<file path="src/rtl/fifo_wr_arbiter.sv">
// Round-robin arbiter sharing the single FIFO write port among NUM_REQ requesters,
// with bounded bursts, stall on wfull and one idle bubble between grants.
module fifo_wr_arbiter #(
    parameter int NUM_REQ    = 4,
    parameter int DATA_WIDTH = 8,
    parameter int MAX_BURST  = 4
) (
    input  logic                          CLK,
    input  logic                          RST,
    input  logic [NUM_REQ-1:0]            req,
    input  logic [NUM_REQ*DATA_WIDTH-1:0] req_data,
    input  logic                          wfull,
    output logic                          winc,
    output logic [DATA_WIDTH-1:0]         wdata,
    output logic [NUM_REQ-1:0]            grant,
    output logic [NUM_REQ-1:0]            ack,
    output logic                          busy
);
    localparam int IW = $clog2(NUM_REQ);
    localparam int BW = (MAX_BURST > 1) ? $clog2(MAX_BURST) : 1;
    localparam logic [IW-1:0] LAST_IDX  = IW'(NUM_REQ - 1);
    localparam logic [BW-1:0] LAST_BEAT = BW'(MAX_BURST - 1);

    typedef enum logic {IDLE, OWN} state_t;

    state_t              state, state_nxt;
    logic [IW-1:0]       owner, owner_nxt;
    logic [IW-1:0]       rr_ptr, rr_ptr_nxt;
    logic [BW-1:0]       burst_cnt, burst_cnt_nxt;
    logic [IW-1:0]       pick;
    logic [IW-1:0]       owner_inc;
    logic [NUM_REQ-1:0]  owner_oh;
    logic [DATA_WIDTH-1:0] slice [NUM_REQ];

    always_comb begin
        for (int unsigned i = 0; i < NUM_REQ; i++) begin
            slice[i] = req_data[i*DATA_WIDTH +: DATA_WIDTH];
        end
    end

    // Scan offsets from farthest to nearest so the nearest set bit above rr_ptr wins.
    always_comb begin
        int unsigned idx;
        idx  = 0;
        pick = rr_ptr;
        for (int unsigned k = 0; k < NUM_REQ; k++) begin
            idx = (32'(rr_ptr) + 32'(NUM_REQ) - 1 - k) % 32'(NUM_REQ);
            if (req[IW'(idx)]) begin
                pick = IW'(idx);
            end
        end
    end

    assign owner_inc = (owner == LAST_IDX) ? '0 : owner + IW'(1);
    assign owner_oh  = NUM_REQ'(1) << owner;

    always_comb begin
        state_nxt     = state;
        owner_nxt     = owner;
        rr_ptr_nxt    = rr_ptr;
        burst_cnt_nxt = burst_cnt;
        winc          = 1'b0;
        wdata         = '0;
        grant         = '0;
        ack           = '0;
        busy          = 1'b0;
        case (state)
            IDLE: begin
                burst_cnt_nxt = '0;
                if (|req) begin
                    state_nxt = OWN;
                    owner_nxt = pick;
                end
            end
            OWN: begin
                grant = owner_oh;
                busy  = 1'b1;
                wdata = slice[owner];
                winc  = req[owner] & ~wfull;
                ack   = winc ? owner_oh : '0;
                if (winc && (burst_cnt == LAST_BEAT)) begin
                    state_nxt  = IDLE;
                    rr_ptr_nxt = owner_inc;
                end else if (winc) begin
                    burst_cnt_nxt = burst_cnt + BW'(1);
                end else if (!req[owner]) begin
                    state_nxt  = IDLE;
                    rr_ptr_nxt = owner_inc;
                end
            end
            default: state_nxt = IDLE;
        endcase
    end

    always_ff @(posedge CLK or negedge RST) begin
        if (!RST) begin
            state     <= IDLE;
            owner     <= '0;
            rr_ptr    <= '0;
            burst_cnt <= '0;
        end else begin
            state     <= state_nxt;
            owner     <= owner_nxt;
            rr_ptr    <= rr_ptr_nxt;
            burst_cnt <= burst_cnt_nxt;
        end
    end
endmodule

</file>
<file path="config.mk">
export PLATFORM = sky130hd
export DESIGN_NAME = fifo_wr_arbiter
export DESIGN_NICKNAME = d
export VERILOG_FILES = /design/src/rtl/fifo_wr_arbiter.sv
export SDC_FILE = /design/constraint.sdc
export NUM_CORES = 1
export LEC_CHECK = 0
export ABC_AREA = 1
export CELL_PAD_IN_SITES_DETAIL_PLACEMENT = 2
export CELL_PAD_IN_SITES_GLOBAL_PLACEMENT = 2
export CORE_AREA = 5 5 86 88
export CTS_CLUSTER_SIZE = 25
export DETAILED_ROUTE_END_ITERATION = 12
export DIE_AREA = 0 0 91 93
export PLACE_DENSITY_LB_ADDON = 0.1
export SYNTH_ARGS = -nofsm -noshare
export SYNTH_HDL_FRONTEND = slang
export SYNTH_SLANG_ARGS = --single-unit
</file>
<file path="constraint.sdc">
create_clock -name CLK -period 1.69 [get_ports CLK]
set_clock_uncertainty 0.2 [all_clocks]
set_input_delay 0.4225 -clock CLK [delete_from_list [all_inputs] [get_ports CLK]]
set_output_delay 0.4225 -clock CLK [all_outputs]
set_load 0.05 [all_outputs]
</file>
==> impl_metrics.tcl <==
set metrics [dict create \
    status "complete, but fails checks" \
    violations "setup timing" \
    rsz0062_at_grt "true" \
    async_flop_share 1.00 \
    period_needed_ns 2.19 \
    dr.pass1.iters 3 \
    placed_area_um2 1990 \
    cts_buffers 3 \
    synth_top_area_frac 0.183 \
    hold_viol_final 0 \
    dp_hpwl_um 3920 \
    max_freq_mhz 457 \
    postCtsHoldBufs 0 \
    crit_slowest_cell "dfrtp_2" \
    clock-sinks 7 \
    grt_use_met3 0.0177 \
    globalplace.congestion 0.699 \
    io_buffers 56 \
    clockRootBuffer "clkbuf_8" \
    core_area_um2 6570 \
    r2r_slack_ns -0.10 \
    synth-edff-count 0 \
    synth_common_cells "46 x nand2_1, 39 x nor2_1, 17 x o21ai_0" \
    wl_per_cell_um 14.6 \
    ys_seq_elements 7 \
    p_int_uw 2290 \
    drtIter0Drc 21 \
    start_util 0.146 \
    critPathMaxFanout 6 \
    crit_start "owner[0]$_DFFE_PN0P_" \
    drc_errors 0 \
    die_width_um 91 \
    vias 1479 \
    maxCapViolations 0 \
    placedCellCount 330 \
    antenna_found_initial 0 \
    met2_usage 0.218 \
    cts_tree "yes" \
    ys_seq_area_frac 0.183 \
    grt_util_met1 0.138 \
    p_per_area_nw_per_um2 2070 \
    path_class "reg2out" \
    grt_pass1_vias 1660 \
    grt_pass1_wl_um 8090 \
    nets 311 \
    final_area_um2 2380 \
    setup_viol 20 \
    final.period_utilization 1.30 \
    instances_no_fill 346 \
    clockBufferDepth 2 \
    p_seq_frac 0.083 \
    overflow 0 \
    num_io_pins 57 \
    timing.critical_path.mode_cell "nand2_2" \
    crit_path_end_kind "output pin" \
    syn_area_per_cell_um2 5.50 \
    switching_share 0.535 \
    syn_inst 174 \
    grt_max_degree 14 \
    slowest_delay_ns 0.46 \
    grt.total_usage 0.116 \
    fin_ws_ns -0.500 \
    arrival_ns 1.57 \
    p_comb_frac 0.868 \
    power.clock.fraction 0.049 \
    areaGrowthSynthToFinish_pct 148 \
    n_fill_cell 773 \
    reg2reg_from "owner[0]$_DFFE_PN0P_" \
    power.switching_uw 2640 \
    max_slew_margin 0.782 \
    wl_um 5050 \
    viasPerCell 4.27 \
    p_leak_uw 0.00106 \
    tightestPinTransition_ns 0.326 \
    netlist_area_um2 957 \
    ys_types 21 \
    worst_ep_required_time_ns 1.07 \
    h-tree-depth 1 \
    dieArea_um2 8460 \
    slew_violations 0 \
    syn_nets 218 \
    synth-main-ff-cell "dfrtp_1" \
    ys_warn_count 0 \
    ant_nets 0 \
    worstPathCellList "inv_4, nand2_2, nand3_2, nand2_2, nor2_4, nand2_2, nor2_4, buf_12" \
    num_antenna_cells 0 \
    top_usage_layer "met2" \
    yosys.area.top_type "dfrtp_1" \
    synth_area_leaders "dfrtp_1 18%, nand2_1 18%, nor2_1 15%, o21ai_0 8.9%, nand3_1 6.8%" \
    die_h_um 93 \
    rows 30 \
    max-vdd-ir-drop_mv 0.883 \
    hold_class "in2async" \
    insertion_delay_ns 0.23 \
    synthMostInstantiatedCell "nand2_1" \
    startpoint_type "flop" \
    drive_gt1_frac 0.489 \
    clkTransAtPathRegs_ns 0.04 \
]
==> sequential cells by signal, indices dropped and copies added, names as in the netlist <==
name	count
rr_ptr	2
owner	2
state	1
burst_cnt	2
==> cell type report <==
| class | count | area, um2 | share of cell area |
|---|---|---|---|
| clock buffer | 4 | 45.0 | 0.0189 |
| inverter | 20 | 87.6 | 0.0368 |
| multi-input combinational | 140 | 957 | 0.403 |
| sequential | 7 | 181 | 0.0763 |
| tap | 80 | 100 | 0.0421 |
| timing repair buffer | 95 | 1010 | 0.423 |
==> kinds of logic (layout without fill, tap and decap cells) <==
logic type	after synthesis	in the layout	share of synthesized area
buf+inv	27	119	0.119
flops	7	7	0.183
simple gates	105	105	0.467
fa+ha+maj	5	5	0.0654
compound gates	30	30	0.166
==> power by group through the flow <==
stage | clock network (uW) | registers [uW] | logic, uW
detailed placement | 0 | 397 | 3480
global route | 267 | 427 | 4590
finish | 241 | 411 | 4270
floorplan | 0 | 354 | 2270
CTS | 254 | 408 | 3930
global placement | 0 | 392 | 3440
==> worst paths after layout <==
path / to / cells past startpoint
worst max-delay path: ack[2] / 8
worst min-delay path: state$_DFF_PN0_ / 1
worst max register to register: burst_cnt[0]$_DFFE_PN0P_ / 11
worst min register to register: burst_cnt[0]$_DFFE_PN0P_ / 1
max in group asynchronous: rr_ptr[0]$_DFFE_PN0P_ / 1
min in group CLK: burst_cnt[0]$_DFFE_PN0P_ / 1
==> through the flow <==
step                setup slack [ns]  total power [uW]  TNS, ns  utilization  hold WS [ns]
floorplan                     -0.368              2620    -4.23            -       -0.0731
detailed placement            -0.697              3870   -10.28        0.302         0.288
global route                  -0.609              5290    -9.42        0.362         0.281
finish                        -0.500              4930    -7.58        0.362         0.256
CTS                           -0.505              4590    -7.59        0.336         0.267
global placement              -0.689              3830   -10.07        0.302         0.283
==> critical path: cells and delay by family (launching register included) <==
family	cells	cell delay, ns
and+or+nand+nor	6	0.63
DFF	1	0.46
buffers and inverters	2	0.24
==> timing repair <==
item / CTS / global route
setup buffers: 4 / 9
gates resized for setup: 58 / 40
pin swaps: 13 / 17
endpoints found under the setup margin: 24 / 23
gates cloned: 0 / 0
==> placed cells by master, fill, tap and decap left out, types with 2 or more instances in the layout <==
cell	count
inv_2	7
nand3_1	9
clkbuf_8	3
inv_4	2
buf_8	4
nor2_1	33
buf_4	30
clkdlybuf4s50_1	30
a21oi_4	8
dfrtp_2	5
dlygate4sd2_1	7
nand2_1	34
o21ai_2	14
dfrtp_1	2
inv_1	9
nand2_4	3
clkinvlp_4	2
o21ai_1	4
ha_4	4
nor2_4	7
buf_6	13
nand3_2	5
nand2_2	12
buf_12	10
==> metal layers <==
layer / vias up / part of all wire
met5: - / 0
met4: 0 / 0.0083
met3: 3 / 0.037
met2: 32 / 0.54
met1: 706 / 0.42
li1: 738 / -
No activity file was read; power rests on OpenSTA's default activity.
